[config.mk]
export PLATFORM = sky130hd
export DESIGN_NAME = bcd_scan_counter_flat
export DESIGN_NICKNAME = d
export VERILOG_FILES = /design/src/rtl/bcd_scan_counter_if.sv /design/src/rtl/bcd_scan_counter.sv /design/src/flat_wrapper.sv
export SDC_FILE = /design/constraint.sdc
export NUM_CORES = 1
export LEC_CHECK = 0
export CORE_ASPECT_RATIO = 1.1
export CORE_MARGIN = 2
export CORE_UTILIZATION = 41
export CTS_CLUSTER_DIAMETER = 50
export CTS_CLUSTER_SIZE = 8
export DETAILED_ROUTE_END_ITERATION = 7
export GPL_ROUTABILITY_DRIVEN = 0
export GPL_TIMING_DRIVEN = 0
export PLACE_DENSITY_LB_ADDON = 0.05
export SLEW_MARGIN = 20
export SYNTH_ARGS = -nofsm -noshare
export SYNTH_HDL_FRONTEND = slang
export SYNTH_SLANG_ARGS = --single-unit
[constraint.sdc]
create_clock -name clk -period 2.85 [get_ports clk]
set_input_delay 0.285 -clock clk [delete_from_list [all_inputs] [get_ports clk]]
set_output_delay 0.285 -clock clk [all_outputs]
set_load 0.005 [all_outputs]
[src/rtl/bcd_scan_counter_if.sv]
// Control and display bundle between the BCD scan counter and its consumer:
// the count enables come in, and the count plus scanned digit data go out.
interface bcd_scan_counter_if;
   logic        en;
   logic        clr;
   logic [15:0] count;
   logic [3:0]  digit;
   logic [3:0]  an;
   logic        ovf;
   logic        ovf_sticky;

   modport master (
      output en,
      output clr,
      input  count,
      input  digit,
      input  an,
      input  ovf,
      input  ovf_sticky
   );

   modport slave (
      input  en,
      input  clr,
      output count,
      output digit,
      output an,
      output ovf,
      output ovf_sticky
   );
endinterface

[src/rtl/bcd_scan_counter.sv]
// Four-digit BCD up-counter with wrap/overflow flags and a common-anode digit
// scanner that feeds a 7-segment decoder, with optional leading-zero blanking.
module bcd_scan_counter #(
   parameter int TICK_DIV = 100000000,
   parameter int SCAN_DIV = 100000,
   parameter int BLANK_LZ = 1
) (
   input  logic              clk,
   input  logic              rst,
   bcd_scan_counter_if.slave bus
);

   localparam int PW = (TICK_DIV > 1) ? $clog2(TICK_DIV) : 1;
   localparam int SW = (SCAN_DIV > 1) ? $clog2(SCAN_DIV) : 1;
   localparam logic [PW-1:0] PRESC_LAST = PW'(TICK_DIV - 1);
   localparam logic [SW-1:0] SCAN_LAST  = SW'(SCAN_DIV - 1);

   typedef enum logic [1:0] {
      SCAN_UNITS    = 2'd0,
      SCAN_TENS     = 2'd1,
      SCAN_HUNDREDS = 2'd2,
      SCAN_THOUS    = 2'd3
   } scan_state_t;

   // Ripple-carry BCD increment; bit 16 is the carry out of the thousands digit.
   function automatic logic [16:0] bcd_inc(input logic [15:0] value);
      logic [15:0] result;
      logic [3:0]  nib;
      logic        carry;
      carry  = 1'b1;
      result = 16'h0000;
      for (int i = 0; i < 4; i++) begin
         nib = value[4*i +: 4];
         if (carry && (nib == 4'd9)) begin
            result[4*i +: 4] = 4'd0;
         end else if (carry) begin
            result[4*i +: 4] = nib + 4'd1;
            carry            = 1'b0;
         end else begin
            result[4*i +: 4] = nib;
         end
      end
      return {carry, result};
   endfunction

   logic [PW-1:0] presc_r;
   logic [15:0]   count_r;
   logic          ovf_r;
   logic          ovf_sticky_r;
   logic          tick_s;
   logic [16:0]   inc_s;

   logic [SW-1:0] scan_cnt_r;
   logic          scan_wrap_s;
   scan_state_t   scan_state_r;
   scan_state_t   scan_state_next_s;
   logic [3:0]    an_r;
   logic [3:0]    digit_r;
   logic [3:0]    an_next_s;
   logic [3:0]    digit_next_s;
   logic [3:0]    nib_s;
   logic          blank_s;

   assign tick_s      = bus.en && (presc_r == PRESC_LAST);
   assign inc_s       = bcd_inc(count_r);
   assign scan_wrap_s = (scan_cnt_r == SCAN_LAST);

   // Prescaler, count value and overflow flags; clr outranks any tick.
   always_ff @(posedge clk or posedge rst) begin
      if (rst) begin
         presc_r      <= '0;
         count_r      <= 16'h0000;
         ovf_r        <= 1'b0;
         ovf_sticky_r <= 1'b0;
      end else if (bus.clr) begin
         presc_r      <= '0;
         count_r      <= 16'h0000;
         ovf_r        <= 1'b0;
         ovf_sticky_r <= 1'b0;
      end else begin
         if (bus.en) begin
            presc_r <= tick_s ? '0 : presc_r + PW'(1);
         end
         if (tick_s) begin
            count_r      <= inc_s[15:0];
            ovf_r        <= inc_s[16];
            ovf_sticky_r <= ovf_sticky_r | inc_s[16];
         end else begin
            ovf_r <= 1'b0;
         end
      end
   end

   // Scan dwell counter, free-running regardless of en and clr.
   always_ff @(posedge clk or posedge rst) begin
      if (rst) begin
         scan_cnt_r <= '0;
      end else begin
         scan_cnt_r <= scan_wrap_s ? '0 : scan_cnt_r + SW'(1);
      end
   end

   // Scan index state register.
   always_ff @(posedge clk or posedge rst) begin
      if (rst) begin
         scan_state_r <= SCAN_UNITS;
      end else begin
         scan_state_r <= scan_state_next_s;
      end
   end

   // Next scan index plus the anode/digit pair it will present; a digit is
   // blank only when it and every more significant digit are zero.
   always_comb begin
      scan_state_next_s = scan_state_r;
      an_next_s         = 4'b1110;
      nib_s             = count_r[3:0];
      blank_s           = 1'b0;

      if (scan_wrap_s) begin
         case (scan_state_r)
            SCAN_UNITS:    scan_state_next_s = SCAN_TENS;
            SCAN_TENS:     scan_state_next_s = SCAN_HUNDREDS;
            SCAN_HUNDREDS: scan_state_next_s = SCAN_THOUS;
            SCAN_THOUS:    scan_state_next_s = SCAN_UNITS;
            default:       scan_state_next_s = SCAN_UNITS;
         endcase
      end else begin
         scan_state_next_s = scan_state_r;
      end

      case (scan_state_next_s)
         SCAN_UNITS: begin
            an_next_s = 4'b1110;
            nib_s     = count_r[3:0];
            blank_s   = 1'b0;
         end
         SCAN_TENS: begin
            an_next_s = 4'b1101;
            nib_s     = count_r[7:4];
            blank_s   = (count_r[15:4] == 12'h000);
         end
         SCAN_HUNDREDS: begin
            an_next_s = 4'b1011;
            nib_s     = count_r[11:8];
            blank_s   = (count_r[15:8] == 8'h00);
         end
         SCAN_THOUS: begin
            an_next_s = 4'b0111;
            nib_s     = count_r[15:12];
            blank_s   = (count_r[15:12] == 4'h0);
         end
         default: begin
            an_next_s = 4'b1110;
            nib_s     = count_r[3:0];
            blank_s   = 1'b0;
         end
      endcase

      if ((BLANK_LZ != 0) && blank_s) begin
         digit_next_s = 4'hF;
      end else begin
         digit_next_s = nib_s;
      end
   end

   // Anode and digit are loaded together so the display never sees a mixed pair.
   always_ff @(posedge clk or posedge rst) begin
      if (rst) begin
         an_r    <= 4'b1110;
         digit_r <= 4'h0;
      end else begin
         an_r    <= an_next_s;
         digit_r <= digit_next_s;
      end
   end

   assign bus.count      = count_r;
   assign bus.digit      = digit_r;
   assign bus.an         = an_r;
   assign bus.ovf        = ovf_r;
   assign bus.ovf_sticky = ovf_sticky_r;

endmodule

[src/flat_wrapper.sv]
// flat-port wrapper written by rule: the top's interface ports become plain ports
module bcd_scan_counter_flat 
#(
   parameter int TICK_DIV = 100000000,
   parameter int SCAN_DIV = 100000,
   parameter int BLANK_LZ = 1
)
  (clk, rst, bus_en, bus_clr, bus_count, bus_digit, bus_an, bus_ovf, bus_ovf_sticky);
  bcd_scan_counter_if bus_i ();
  input  logic clk;
  input  logic rst;
  input wire logic [$bits(bus_i.en)-1:0] bus_en;
  input wire logic [$bits(bus_i.clr)-1:0] bus_clr;
  output wire logic [$bits(bus_i.count)-1:0] bus_count;
  output wire logic [$bits(bus_i.digit)-1:0] bus_digit;
  output wire logic [$bits(bus_i.an)-1:0] bus_an;
  output wire logic [$bits(bus_i.ovf)-1:0] bus_ovf;
  output wire logic [$bits(bus_i.ovf_sticky)-1:0] bus_ovf_sticky;
  assign bus_i.en = bus_en;
  assign bus_i.clr = bus_clr;
  assign bus_count = bus_i.count;
  assign bus_digit = bus_i.digit;
  assign bus_an = bus_i.an;
  assign bus_ovf = bus_i.ovf;
  assign bus_ovf_sticky = bus_i.ovf_sticky;
  bcd_scan_counter #(.TICK_DIV(TICK_DIV), .SCAN_DIV(SCAN_DIV), .BLANK_LZ(BLANK_LZ)) u_core (.clk(clk), .rst(rst), .bus(bus_i));
endmodule
Word-level counts from Yosys, hierarchy flattened --
Cells that the tools add are included.
Storage, ports and cells: flip-flop bits (word level) 72, input port bits 4
Operators by class: $add $sub $neg 6, equal/unequal tests 12, multiplexer cells 27, bitwise logic cells 1, reduce and logical (&&, ||, !) cells 17
Operator list (count):
- 27-bit 2-to-1 mux | 3
- 16-bit 2-to-1 mux | 2
- 4-bit 2-to-1 mux | 8
- 4-bit case mux with 4 select lines | 2
- 27-bit by 1-bit adder with 27-bit output, second input constant | 1
- 27-bit == test, second input constant | 1
- 17-bit by 1-bit adder with 17-bit output, second input constant | 1
- 17-bit == test, second input constant | 1
- 17-bit 2-to-1 mux | 1
- 4-bit by 1-bit adder with 4-bit output, second input constant | 4
- 4-bit == test, second input constant | 4
- 12-bit zero test | 1
- 3-bit nonzero test | 3
- 2-bit == test, second input constant | 4
- 8-bit zero test | 1
- 1-bit 2-to-1 mux | 8
- 2-bit case mux with 4 select lines | 1
- 2-bit AND reduction | 3
- 2-bit by 1-bit == test with 1-bit output, second input constant | 2
- 1-bit logical AND | 4
- 2-bit zero test | 2
- 4-bit zero test | 1
- 1-bit case mux with 4 select lines | 1
- 2-bit nonzero test | 2
- other kinds (2) | 2

Longest topological paths before layout --
Gate-level depths: netlist of the first run.
word-level depth 11, mapped depth 8, gate-level depth less buffers 7

Worst setup path after synthesis of the first run --
No wires, ideal clock.
path type reg2reg, start point register u_core.count_r[1], in the netlist u_core.bus.count[1], end point register u_core.count_r[12], in the netlist u_core.bus.count[12], arrival time 2.017 ns, required time 2.772 ns, setup slack 0.755 ns, stages on the path, launching flop included 8, cells stage by stage dfrtp_1 > inv_1 > ha_1 > nand3b_4 > or2_4 > or3_4 > or4_1 > a21oi_1
Between the ends: word-level cells in the longest chain between the ends 10
Ends and longest elaborated chain:
- from (decl) | line bcd_scan_counter.sv:47 | logic [15:0] count_r;
- from (signal assigned) | line bcd_scan_counter.sv:85 | count_r <= inc_s[15:0];
- 4-bit == test (*) | line bcd_scan_counter.sv:34 | if (carry && (nib == 4'd9)) begin
- 1-bit 2-to-1 mux (*) | line bcd_scan_counter.sv:34
- 1-bit logical AND | line bcd_scan_counter.sv:34
- 1-bit 2-to-1 mux (*) | line bcd_scan_counter.sv:34
- 1-bit logical AND | line bcd_scan_counter.sv:34
- 1-bit 2-to-1 mux (*) | line bcd_scan_counter.sv:34
- 1-bit logical AND | line bcd_scan_counter.sv:34
- 4-bit 2-to-1 mux | line bcd_scan_counter.sv:34
- 16-bit 2-to-1 mux | line bcd_scan_counter.sv:84 | if (tick_s) begin
- 16-bit 2-to-1 mux | line bcd_scan_counter.sv:75 | end else if (bus.clr) begin
Mark *: on every way between the ends. The rest lies on a longest branch, timed or not. The select of a mux whose other input is x is not followed. A chain may end at the register's enable or synchronous reset.

Worst setup path in the final report of the first run --
start point register u_core.scan_cnt_r[13], end point register u_core.digit_r[1], in the netlist u_core.bus.digit[1]
Between the ends: word-level cells in the longest chain between the ends 5
Ends and longest elaborated chain:
- from (decl) | line bcd_scan_counter.sv:53 | logic [SW-1:0] scan_cnt_r;
- from (signal assigned) | line bcd_scan_counter.sv:99 | scan_cnt_r <= scan_wrap_s ? '0 : scan_cnt_r + SW'(1);
- 17-bit == test (*) | line bcd_scan_counter.sv:66 | assign scan_wrap_s = (scan_cnt_r == SCAN_LAST);
- 2-bit 2-to-1 mux (*) | line bcd_scan_counter.sv:120 | if (scan_wrap_s) begin
- 2-bit == test (tied with other cells) | line bcd_scan_counter.sv:132 | case (scan_state_next_s)
- 4-bit case mux with 4 select lines or 1-bit case mux with 4 select lines (tied branches) | line bcd_scan_counter.sv:132
- 4-bit 2-to-1 mux (*) | line bcd_scan_counter.sv:160 | if ((BLANK_LZ != 0) && blank_s) begin
- named net u_core.digit_next_s[1] | line bcd_scan_counter.sv:60 | logic [3:0] digit_next_s;
- to (signal assigned) | line bcd_scan_counter.sv:174 | digit_r <= digit_next_s;
- to (decl) | line bcd_scan_counter.sv:58 | logic [3:0] digit_r;
Mark *: on every way through the listed nets, which the timed path passes. The rest lies on a longest branch.

==> impl_metrics.env, run 1 <==
export IMPL_cp_data_arrival_time_ns=2.58
export IMPL_synth_ff_type="dfrtp_1"
export IMPL_yosysWarnings=0
export IMPL_avgRoutedWirePerCell_um=15.2
export IMPL_p_per_area_nw_per_um2=421
export IMPL_wl_mm=8.46
export IMPL_synth_area_um2=3840
export IMPL_worst_slew_pin_slew_ns=0.612
export IMPL_syn_area_per_cell_um2=9.70
export IMPL_period_share_pct=81.8
export IMPL_max_cap_violations=0
export IMPL_firstDrtPassIters=4
export IMPL_die_h_um=106
export IMPL_ys_async_sr_fraction_pct=100
export IMPL_rr_endpoint="u_core.bus.digit[1]$_DFF_PP0_"
export IMPL_regArea_um2=1810
export IMPL_r2r_slack_ns=0.52
export IMPL_power_mw=1.89
export IMPL_multi_input_area_um2=1920
export IMPL_crit_top_cell="buf_2"
export IMPL_cpPeakStageDelay_ns=0.44
export IMPL_required_ns=3.10
export IMPL_drive_above_1_share_pct=7.48
export IMPL_start_util_pct=41.5
export IMPL_start_kind="register"
export IMPL_yosys_register_bits=72
export IMPL_hpwlAfterDp_mm=6.04
export IMPL_ir_worst_vdd_mv=0.203
export IMPL_finalHoldViolCount=0
export IMPL_worst_hold_slack_ns=0.213
export IMPL_crit_slowest_cell="mux2i_1"
export IMPL_antenna_cells=0
export IMPL_outcome="complete, no violations"
export IMPL_p_leak_nw=1.92
export IMPL_period_needed_ns=2.33
export IMPL_crit_chain="nor4bb_1 -> and4_1 -> buf_2 -> buf_2 -> mux2i_1 -> a22oi_1 -> o2111ai_1"
export IMPL_cts_max_path_buffers=2
export IMPL_drc=0
export IMPL_setup_viol=0
export IMPL_synth_net_count=415
export IMPL_seq_area_frac_synth_pct=47.0
export IMPL_hold_buffers=0
export IMPL_vias=3022
export IMPL_row_count=37
export IMPL_synth_cell_type_count=49
export IMPL_drtIter0Drc=89
export IMPL_synth_edf_count=0
export IMPL_mostFrequentLayoutCells="dfrtp_1, nor2_1, nand2_1, clkdlybuf4s50_1, nand3_1"
export IMPL_clk_pin_slew_ns=0.08
export IMPL_fin_nets=455
export IMPL_grt_pass1_vias=2989
export IMPL_grt_usage_pct=18.6
export IMPL_r2r_start="u_core.scan_cnt_r[13]$_DFF_PP0_"
export IMPL_fp_coreArea_um2=9260
export IMPL_cts_tree="built"
export IMPL_fp_dieArea_um2=10200
export IMPL_post_cts_buffers=0
export IMPL_syn2layout_area_growth_pct=16.9
export IMPL_crit_type="register to register"
export IMPL_slew_viol_final=0
export IMPL_cts_resized=0
export IMPL_syn_inst=396
export IMPL_relSlewSlack_pct=58.9
export IMPL_critPathCaptureType="register"
export IMPL_grt_ovfl_total=0
export IMPL_io_pins=30
export IMPL_grt_first_pass_wirelength_mm=14.8
export IMPL_r2r_cells=7
export IMPL_clk_latency_ns=0.35
export IMPL_via_per_inst=5.42
export IMPL_antenna_found_initial=0
export IMPL_route_antenna_remaining_nets=0
export IMPL_crit_fanout=10
export IMPL_layout_commonest_cell="dfrtp_1"
export IMPL_die_w_um=96.3
export IMPL_cts_buffers=9
export IMPL_grt_max_degree=56
export IMPL_hold_path_class="input port to async pin"
export IMPL_max_clock_freq_mhz=429
export IMPL_fillers=924
export IMPL_portBuffers=28
export IMPL_htreeDepth=3
export IMPL_rsz0062_at_grt="no"
export IMPL_skew_ns=0.0108
export IMPL_cts_root_buf="clkbuf_8"
export IMPL_cts_sinks=72
-- critical path: cells and delay by family (launching register included) --
kind / cells / cell delay, ns
compound gates: 2 / 0.29
buf+inv: 2 / 0.40
flops: 1 / 0.42
mux: 1 / 0.44
simple gates: 2 / 0.68
-- Yosys cell counts (all sizes together), types with 4 or more instances --
cell,n,area [um2]
inv,19,71.3
nor2,42,158
o41ai,5,43.8
xnor2,19,166
or4,4,30.0
xor2,18,158
clkbuf,8,30.0
nor4,4,31.3
nor3,10,50.1
nand3,27,135
a21oi,12,60.1
nand2,33,124
dfrtp,69,1730
o2111ai,4,35.0
o21ai,19,95.1
and3,8,50.1
and4,9,78.8
nand4,15,93.8
buf,4,20.0
and2,4,25.0
mux2i,5,50.1
ha,15,188
-- area by class of cell --
cell class | instances | area share, %
Tap cell | 117 | 3.26
Multi-Input combinational cell | 293 | 42.6
Clock inverter | 7 | 1.56
Timing Repair Buffer | 29 | 6.85
Clock buffer | 9 | 2.76
Inverter | 19 | 1.64
Sequential cell | 72 | 40.2
Buffer | 12 | 1.11
-- power by group --
part	internal, mW	switching [mW]	leakage (nW)
Sequential	1.02	0.00296	0.980
Combinational	0.0130	0.0422	0.845
Clock	0.404	0.406	0.0994
Total	1.44	0.451	1.92
-- cells by family (layout without fill, tap and decap cells) --
family,after synthesis,count (layout),synth area share (%)
adder cells (fa/ha/maj),15,15,4.88
AO/OA/AOI/OAI,58,58,9.87
multiplexers,6,6,1.60
flip-flops,72,72,47.0
AND/OR/NAND/NOR,177,177,25.1
XOR/XNOR,37,37,8.43
buffers and inverters,31,76,3.16
-- metal layers --
metal | wire length, um | vias to the layer above | GRT usage, %
met3 | 281 | 9 | 3.43
li1 | - | 1494 | -
met1 | 4000 | 1471 | 26.0
met5 | 0 | - | 0
met4 | 129 | 0 | 6.74
met2 | 4050 | 48 | 28.6
-- worst max-delay path by stage --
| stage | slack [ns] | to | cells after the start | from |
|---|---|---|---|---|
| after floorplan | 0.75 | u_core.bus.an[0]$_DFF_PP0_ | 1 | rst |
| after global placement | -0.58 | u_core.scan_cnt_r[13]$_DFF_PP0_ | 2 | rst |
| after detailed placement | 0.43 | u_core.bus.count[11]$_DFFE_PP0P_ | 7 | bus_clr |
| after CTS | 0.46 | u_core.bus.digit[1]$_DFF_PP0_ | 7 | u_core.scan_cnt_r[13]$_DFF_PP0_ |
| after global routing | 0.28 | u_core.bus.digit[1]$_DFF_PP0_ | 7 | u_core.scan_cnt_r[13]$_DFF_PP0_ |
| final | 0.52 | u_core.bus.digit[1]$_DFF_PP0_ | 7 | u_core.scan_cnt_r[13]$_DFF_PP0_ |
-- through the flow --
stage          setup WS [ns]  instances  instance area [um2]  util [%]  setup TNS [ns]
2_1_floorplan          0.745        396                 3840         -               0
3_3_place_gp          -0.578        541                 4270      46.1          -39.52
3_5_place_dp           0.428        542                 4300      46.4               0
4_1_cts                0.463        558                 4490      48.5               0
5_1_grt                0.276        558                 4490      48.5               0
6_report               0.520        558                 4490      48.5               0
-- state kept, by name, indices dropped and copies added (netlist names) --
register and cells:
u_core.presc_r 27, u_core.bus.count 16, u_core.bus.ovf_sticky 1, u_core.bus.digit 4, u_core.bus.ovf 1, u_core.scan_state_r 2, u_core.bus.an 4, u_core.scan_cnt_r 17
Note: power is estimated with default switching activity, not from simulation.
==> run 2, diff against run 1 <==
Clock period 2.85 ns to 2.3 ns, I/O delays scaled along.
==> run 2 against run 1 <==
Against the previous run: sequential power is 23% higher; clock power is 25% higher; non-clock buffer count is 3 higher; global-route usage up 0.062 points; worst hold slack worse by 0.056 ns; critical path type unchanged; count of clock-buffer cells in the layout stayed put; sequential cell count did not move; largest cell class unchanged; power grew 24%; die area did not move; final cell count is 0.54% higher.
==> impl_metrics.env, run 2 (synthesis gave the netlist of run 1 again) <==
export IMPL_portBuffers=28
export IMPL_rsz0062_at_grt="yes"
export IMPL_avgRoutedWirePerCell_um=15.3
export IMPL_fin_ws_ns=0.0906
export IMPL_max_cap_violations=0
export IMPL_via_per_inst=5.39
export IMPL_regArea_um2=1810
export IMPL_antenna_found_initial=0
export IMPL_cts_root_buf="clkbuf_8"
export IMPL_layout_commonest_cell="dfrtp_1"
export IMPL_slew_viol_final=0
export IMPL_worst_hold_slack_ns=0.158
export IMPL_vias=3024
export IMPL_top_register="u_core.presc_r"
export IMPL_finalHoldViolCount=0
export IMPL_fp_dieArea_um2=10200
export IMPL_period_share_pct=96.1
export IMPL_clk_pin_slew_ns=0.08
export IMPL_start_kind="register"
export IMPL_outcome="complete, no violations"
export IMPL_drtIter0Drc=101
export IMPL_post_place_ws_ns=-0.0672
export IMPL_ir_worst_vdd_mv=0.262
export IMPL_grt_pass1_vias=3005
export IMPL_drive_above_1_share_pct=12.6
export IMPL_start_util_pct=41.5
export IMPL_cts_sinks=72
export IMPL_period_needed_ns=2.21
export IMPL_p_per_area_nw_per_um2=510
export IMPL_wl_mm=8.59
export IMPL_hpwlAfterDp_mm=6.04
export IMPL_fp_coreArea_um2=9260
export IMPL_required_ns=2.57
export IMPL_worst_slew_pin_slew_ns=0.604
export IMPL_antenna_cells=0
export IMPL_largest_register_ffs=27
export IMPL_cts_max_path_buffers=2
export IMPL_firstDrtPassIters=4
export IMPL_route_antenna_remaining_nets=0
export IMPL_max_clock_freq_mhz=453
export IMPL_grt_ovfl_total=0
export IMPL_grt_usage_pct=18.6
export IMPL_fillers=905
export IMPL_drc=0
export IMPL_crit_fanout=6
export IMPL_syn2layout_area_growth_pct=19.8
export IMPL_grt_max_degree=56
export IMPL_die_w_um=96.3
export IMPL_row_count=37
export IMPL_multi_input_area_um2=1990
export IMPL_grt_first_pass_wirelength_mm=14.8
export IMPL_cts_tree="built"
export IMPL_relSlewSlack_pct=59.4
export IMPL_clk_latency_ns=0.35
export IMPL_setup_viol=0
export IMPL_critPathCaptureType="register"
export IMPL_fin_nets=458
export IMPL_hold_path_class="input port to async pin"
export IMPL_p_leak_nw=1.95
export IMPL_mostFrequentLayoutCells="dfrtp_1, nor2_1, nand2_1, clkdlybuf4s50_1, nand3_1"
export IMPL_cp_data_arrival_time_ns=2.48
export IMPL_htreeDepth=3
export IMPL_die_h_um=106
export IMPL_io_pins=30
export IMPL_crit_type="register to register"
export IMPL_cts_buffers=9
export IMPL_skew_ns=0.0117
run 2: what timing repair did:
item	in CTS	in global routing
setup buffers	0	3
setup endpoints to repair	23	33
gates resized for setup	5	22
hold buffers	0	0
run 2: worst max-delay path: stages, from the launching register on:
cell and delay, ns:
dfrtp_2 0.44, inv_1 0.10, ha_4 0.15, nand3b_4 0.11
or2_4 0.29, or3_4 0.41, or4_1 0.49, a21oi_2 0.14
run 2: final cells by class:
cell class	count	share of cell area (%)
flip-flops and latches	72	39.4
clock inverters	7	1.52
multi-input cells	293	43.2
well taps	117	3.18
inverters	19	1.60
plain buffers	12	1.22
repair buffers	32	7.18
clock buffers	9	2.69
run 2: metrics by stage:
step	setup TNS, ns	area, um2	total power [mW]	instances	util [%]
2_1_floorplan	0	3840	1.34	396	-
3_3_place_gp	-75.69	4270	1.36	541	46.1
3_5_place_dp	-0.519	4300	1.37	542	46.4
4_1_cts	0	4510	2.38	558	48.7
5_1_grt	-0.0393	4600	2.45	561	49.7
6_report	0	4600	2.35	561	49.7
run 2: final timing paths:
kind | start | to | slack (ns) | depth (start not counted)
min in group clk | bus_en | u_core.presc_r[0]$_DFFE_PP0P_ | 0.20 | 3
min reg2reg | u_core.scan_cnt_r[0]$_DFF_PP0_ | u_core.scan_cnt_r[0]$_DFF_PP0_ | 0.49 | 1
min | rst | u_core.presc_r[3]$_DFFE_PP0P_ | 0.16 | 2
max | u_core.bus.count[1]$_DFFE_PP0P_ | u_core.bus.count[12]$_DFFE_PP0P_ | 0.09 | 7
max in group asynchronous | rst | u_core.bus.an[2]$_DFF_PP1_ | 1.56 | 3
max reg2reg | u_core.bus.count[1]$_DFFE_PP0P_ | u_core.bus.count[12]$_DFFE_PP0P_ | 0.09 | 7
run 2: power breakdown:
group / switching, mW / internal (mW) / leakage [nW]
clock: 0.505 / 0.501 / 0.0994
combinational: 0.0525 / 0.0166 / 0.879
sequential: 0.00368 / 1.27 / 0.972
total: 0.561 / 1.78 / 1.95
run 2: per-layer routing:
metal  track usage (%)  routed length, um
met1              26.0               4110
met2              28.7               4100
met3              3.43                256
met4              6.74                129
met5                 0                  0
==> run 3, diff against run 2 <==
Settings changed: CORE_UTILIZATION 41 to 50.
==> run 3 against run 2 <==
Against the previous run: non-clock buffer count up 2; count of clock-buffer cells in the layout up 3; largest power group unchanged; utilization up 13 points; sequential power about the same; power up 6.5%; largest cell class unchanged; critical endpoint unchanged; combinational power down 0.6%; clock skew down 0.00057 ns.
==> impl_metrics.env, run 3 (synthesis gave the netlist of run 1 again) <==
export IMPL_regArea_um2=1810
export IMPL_syn2layout_area_growth_pct=21.5
export IMPL_row_count=33
export IMPL_cp_num_buf_inv=1
export IMPL_drive_above_1_share_pct=13.0
export IMPL_fin_area_um2=4670
export IMPL_cp_data_arrival_time_ns=2.49
export IMPL_finalHoldViolCount=0
export IMPL_clk_latency_ns=0.35
export IMPL_grt_pass1_vias=2863
export IMPL_clk_pin_slew_ns=0.08
export IMPL_skew_ns=0.0111
export IMPL_p_per_area_nw_per_um2=535
export IMPL_route_antenna_remaining_nets=0
export IMPL_cts_buffers=9
export IMPL_fp_coreArea_um2=7470
export IMPL_fin_ws_ns=0.0875
export IMPL_hold_path_class="input port to async pin"
export IMPL_setup_viol=0
export IMPL_fin_nets=460
export IMPL_relSlewSlack_pct=61.6
export IMPL_fp_dieArea_um2=8400
export IMPL_cts_tree="built"
export IMPL_critPathCaptureType="register"
export IMPL_wl_mm=8.52
export IMPL_final_cells=551
export IMPL_grt_first_pass_wirelength_mm=14.2
export IMPL_power_mw=2.50
export IMPL_fin_setup_tns_ns=0
export IMPL_start_kind="register"
export IMPL_final_util_pct=62.5
export IMPL_grt_usage_pct=21.9
export IMPL_drtIter0Drc=101
export IMPL_firstDrtPassIters=4
export IMPL_dp_cells=530
export IMPL_max_cap_violations=0
export IMPL_slew_viol_final=0
export IMPL_cp_top_family="simple AND/OR/NAND/NOR gates"
export IMPL_grt_max_degree=55
export IMPL_antenna_found_initial=0
export IMPL_worst_slew_pin_slew_ns=0.576
export IMPL_crit_chain="inv_1 -> ha_2 -> nand3b_4 -> or2_4 -> or3_4 -> or4_4 -> a21oi_2"
export IMPL_drc=0
export IMPL_portBuffers=28
export IMPL_cts_sinks=72
export IMPL_io_pins=30
export IMPL_multi_input_area_um2=2020
export IMPL_top_register="u_core.presc_r"
export IMPL_cpPeakStageDelay_ns=0.50
export IMPL_outcome="complete, no violations"
export IMPL_antenna_cells=0
export IMPL_layout_commonest_cell="dfrtp_1"
export IMPL_die_w_um=87.6
export IMPL_cts_root_buf="clkbuf_8"
export IMPL_hpwlAfterDp_mm=5.93
export IMPL_vias=3067
export IMPL_crit_fanout=6
export IMPL_crit_type="register to register"
export IMPL_worst_hold_slack_ns=0.173
export IMPL_crit_slowest_cell="or4_4"
export IMPL_ir_worst_vdd_mv=0.317
export IMPL_via_per_inst=5.57
export IMPL_fillers=626
export IMPL_required_ns=2.58
export IMPL_start_util_pct=51.4
export IMPL_mostFrequentLayoutCells="dfrtp_1, nor2_1, nand2_1, clkdlybuf4s50_1, nand3_1"
export IMPL_die_h_um=95.9
export IMPL_dpl_cell_area_um2=4280
export IMPL_largest_register_ffs=27
export IMPL_avgRoutedWirePerCell_um=15.5
export IMPL_period_share_pct=96.2
export IMPL_cts_max_path_buffers=2
export IMPL_grt_ovfl_total=0
export IMPL_max_clock_freq_mhz=452
export IMPL_htreeDepth=3
export IMPL_p_leak_nw=1.99
export IMPL_period_needed_ns=2.21
export IMPL_post_place_ws_ns=-0.0824
[run 3: cell count changes in the layout (fill, tap and decap cells not counted), sizes merged]
cell and change:
buf +2, bufinv +1, clkbuf +3, clkinv -3
inv -1
[run 3: layout make-up]
type                    count  share of cell area [%]
plain buffers              12                    1.21
clock buffers              12                    3.32
clock inverters             4                    1.63
inverters                  19                    1.58
multi-input cells         293                    43.3
flip-flops and latches     72                    38.8
well taps                 105                    2.81
repair buffers             34                    7.40
[run 3: per-layer routing]
layer	share of wire, %	routed length [um]	vias up	global-route usage, %
li1	-	-	1509	-
met1	47	3980	1488	29.4
met2	48	4110	50	34.2
met3	2.6	222	20	4.55
met4	2.5	214	0	9.62
met5	0	0	-	0
[run 3: path summary, 6_finish.rpt]
kind                                            startpoint  depth (start not counted)                               end  slack (ns)
max in group asynchronous                              rst                          3        u_core.bus.an[1]$_DFF_PP1_        1.53
hold reg to reg             u_core.scan_cnt_r[0]$_DFF_PP0_                          1    u_core.scan_cnt_r[0]$_DFF_PP0_        0.49
min in group clk                                    bus_en                          3     u_core.presc_r[1]$_DFFE_PP0P_        0.22
setup / recovery           u_core.bus.count[5]$_DFFE_PP0P_                          7  u_core.bus.count[12]$_DFFE_PP0P_        0.09
setup reg to reg           u_core.bus.count[5]$_DFFE_PP0P_                          7  u_core.bus.count[12]$_DFFE_PP0P_        0.09
hold / removal                                         rst                          2     u_core.presc_r[4]$_DFFE_PP0P_        0.17
[run 3: worst reg2reg max path: stages, from the launching register on]
cell and delay (ns):
dfrtp_2 0.44, inv_1 0.09, ha_2 0.19, nand3b_4 0.11
or2_4 0.27, or3_4 0.41, or4_4 0.50, a21oi_2 0.14
[run 3: power breakdown]
group          leakage, nW  switching (mW)  internal (mW)
Clock                0.113           0.486          0.673
Combinational        0.903          0.0521         0.0166
Sequential           0.973         0.00365           1.27
Total                 1.99           0.542           1.96
[run 3: timing repair]
item	CTS	global route
setup endpoints to repair	5	28
gates resized for setup	2	31
endpoints found under the hold margin	0	0
hold buffers	0	0
buffers inserted	0	5
==> patch: new RTL, flow settings as in run 3 <==
Encoding of `scan_state_t`: now Gray code (2 bits for 4 states).
--- a/src/rtl/bcd_scan_counter.sv
+++ b/src/rtl/bcd_scan_counter.sv
@@ -17,8 +17,8 @@
 
    typedef enum logic [1:0] {
-      SCAN_UNITS    = 2'd0,
-      SCAN_TENS     = 2'd1,
-      SCAN_HUNDREDS = 2'd2,
-      SCAN_THOUS    = 2'd3
+      SCAN_UNITS    = 2'b00,
+      SCAN_TENS     = 2'b01,
+      SCAN_HUNDREDS = 2'b11,
+      SCAN_THOUS    = 2'b10
    } scan_state_t;
 
Behaviour: same outputs for any inputs over 10 cycles, from zero or initial values and one cycle with rst high; not proved beyond that.
==> patch against run 3 <==
Clock power down 10%. Cell area hardly changed. Wire length fell by 3.9%. Die area up 0.15%. Total power shrank 4.9%. Sequential cell count did not move. Area after synthesis is 0.16% higher. Sequential share of layout area shrank 0.12 points. Worst setup slack got worse by 0.0087 ns.
==> patch: results <==
metrics = {
    "finish": {
        "regMostFlops": "u_core.presc_r",
        "drive_above_1_share_pct": 12.9,
        "area_growth_pct": 21.4,
        "largest_reg_flops": 27,
        "fillers": 628,
        "fin_nets": 471,
        "num_antenna_cells": 0,
    },
    "placement": {
        "io_buffers": 27,
        "hpwl_um": 5690,
        "dp_cells": 537,
        "placed_cell_area_um2": 4270,
    },
    "power": {
        "p_sw_mw": 0.533,
        "leakage_nw": 2.00,
        "peakVddDrop_uv": 419,
    },
    "worst_setup_path": {
        "reg2reg_depth": 8,
        "path_max_fanout": 10,
        "timing.rr.start": "u_core.presc_r[1]",
        "reg2reg_to": "u_core.bus.count[5]",
        "rrSetupSlack_ns": 0.08,
    },
    "timing": {
        "max_slew_margin_pct": 62.9,
        "finClkSkew_ns": 0.00545,
    },
    "clock_tree": {
        "h-tree-depth": 3,
        "cts_root_buffer": "clkbuf_8",
        "clk_pin_slew_ns": 0.08,
        "numCtsBuffers": 9,
        "clockBufferDepth": 2,
        "insertion_delay_ns": 0.34,
    },
    "grt": {
        "grt_pass1_wl_um": 14000,
        "antenna_found_initial": 0,
        "grt_max_degree": 42,
        "grt_pass1_vias": 2966,
        "grt.total_usage_pct": 21.4,
    },
    "run_status": {
        "status": "finished clean",
    },
    "routing": {
        "viasPerCell": 5.42,
        "wl_per_cell_um": 14.6,
        "num_vias": 3052,
        "final_antenna_net_count": 0,
        "drc_errors": 0,
        "first_pass_iters": 4,
        "detailedRoute.firstIterationViolations": 144,
    },
    "synthesis": {
        "synthCells": 404,
        "synth_area_leaders": "dfrtp_1 45%, xor2_1 5.9%, nor2_1 5.3%",
        "syn_nets": 421,
        "synthFlopType": "dfrtp_1",
        "synth_cell_type_count": 43,
        "ys_warn_count": 0,
        "synthArstFlopShare_pct": 100,
        "synth-seq-area-share_pct": 46.9,
        "synth_common_cells": "69 x dfrtp_1, 54 x nor2_1, 32 x nand2_1",
    },
    "hold_path": {
        "min-delay-path-class": "in2async",
    },
}
## patch: power groups by stage
stage / clock network, mW / logic [mW] / registers [mW]
2_1_floorplan: 0 / 0.0395 / 1.29
3_3_place_gp: 0 / 0.0557 / 1.30
3_5_place_dp: 0 / 0.0624 / 1.30
4_1_cts: 1.07 / 0.0667 / 1.27
5_1_grt: 1.12 / 0.0781 / 1.27
6_report: 1.04 / 0.0679 / 1.27
## patch: cells by family (layout without fill, tap and decap cells)
logic type | after synthesis | after routing | share of synthesized area [%]
AND/OR/NAND/NOR | 194 | 194 | 27.0
flip-flops | 72 | 72 | 46.9
AO/OA/AOI/OAI | 49 | 49 | 7.67
XOR/XNOR | 39 | 39 | 8.88
buffers and inverters | 28 | 82 | 3.02
adder cells (fa/ha/maj) | 14 | 14 | 4.49
multiplexers | 8 | 8 | 2.08
## patch: layout make-up
type,count,area share [%]
inverter,10,0.857
clock buffer,11,3.24
tap,105,2.81
buffer,18,2.36
clock inverter,4,1.15
timing repair buffer,39,7.98
multi-input combinational,304,42.9
sequential,72,38.7
## patch: worst max-delay path, stage by stage, from the launching register on
cell,delay [ns]
dfrtp_1,0.38
ha_2,0.20
nand3_1,0.12
or2_4,0.28
or4_4,0.53
buf_6,0.15
buf_4,0.17
o21ai_0,0.16
a21oi_1,0.09
## patch: repair_timing
action / CTS / global route
setup buffers: 1 / 10
resized for setup: 10 / 25
hold buffers: 0 / 0
pin swaps: 1 / 5
setup endpoints to repair: 37 / 45
## patch: how the worst max path moves through the flow
stage | slack [ns] | cells after the start | start | endpoint
floorplan | 0.24 | 9 | u_core.presc_r[0] | u_core.presc_r[12]
global placement | -0.95 | 2 | rst | u_core.bus.count[10]
detailed placement | -0.24 | 7 | u_core.presc_r[0] | u_core.bus.count[6]
CTS | 0.005 | 8 | u_core.bus.count[1] | u_core.bus.count[15]
global route | -0.009 | 7 | u_core.presc_r[1] | u_core.bus.count[11]
finish | 0.08 | 8 | u_core.presc_r[1] | u_core.bus.count[5]
## patch: stage by stage
stage / hold WS, ns / worst slack, ns
finish: 0.230 / 0.0788
global route: 0.239 / -0.00899
CTS: 0.218 / 0.00459
detailed placement: 0.473 / -0.236
global placement: 0.468 / -0.948
floorplan: 0.448 / 0.238
## patch: routing by layer
metal / track usage [%] / up-vias / part of all wire [%] / routed length [um]
li1: - / 1511 / - / -
met1: 27.9 / 1489 / 47 / 3830
met2: 36.1 / 45 / 49 / 4030
met3: 3.77 / 7 / 2.9 / 235
met4: 7.05 / 0 / 1.1 / 94
met5: 0 / - / 0 / 0
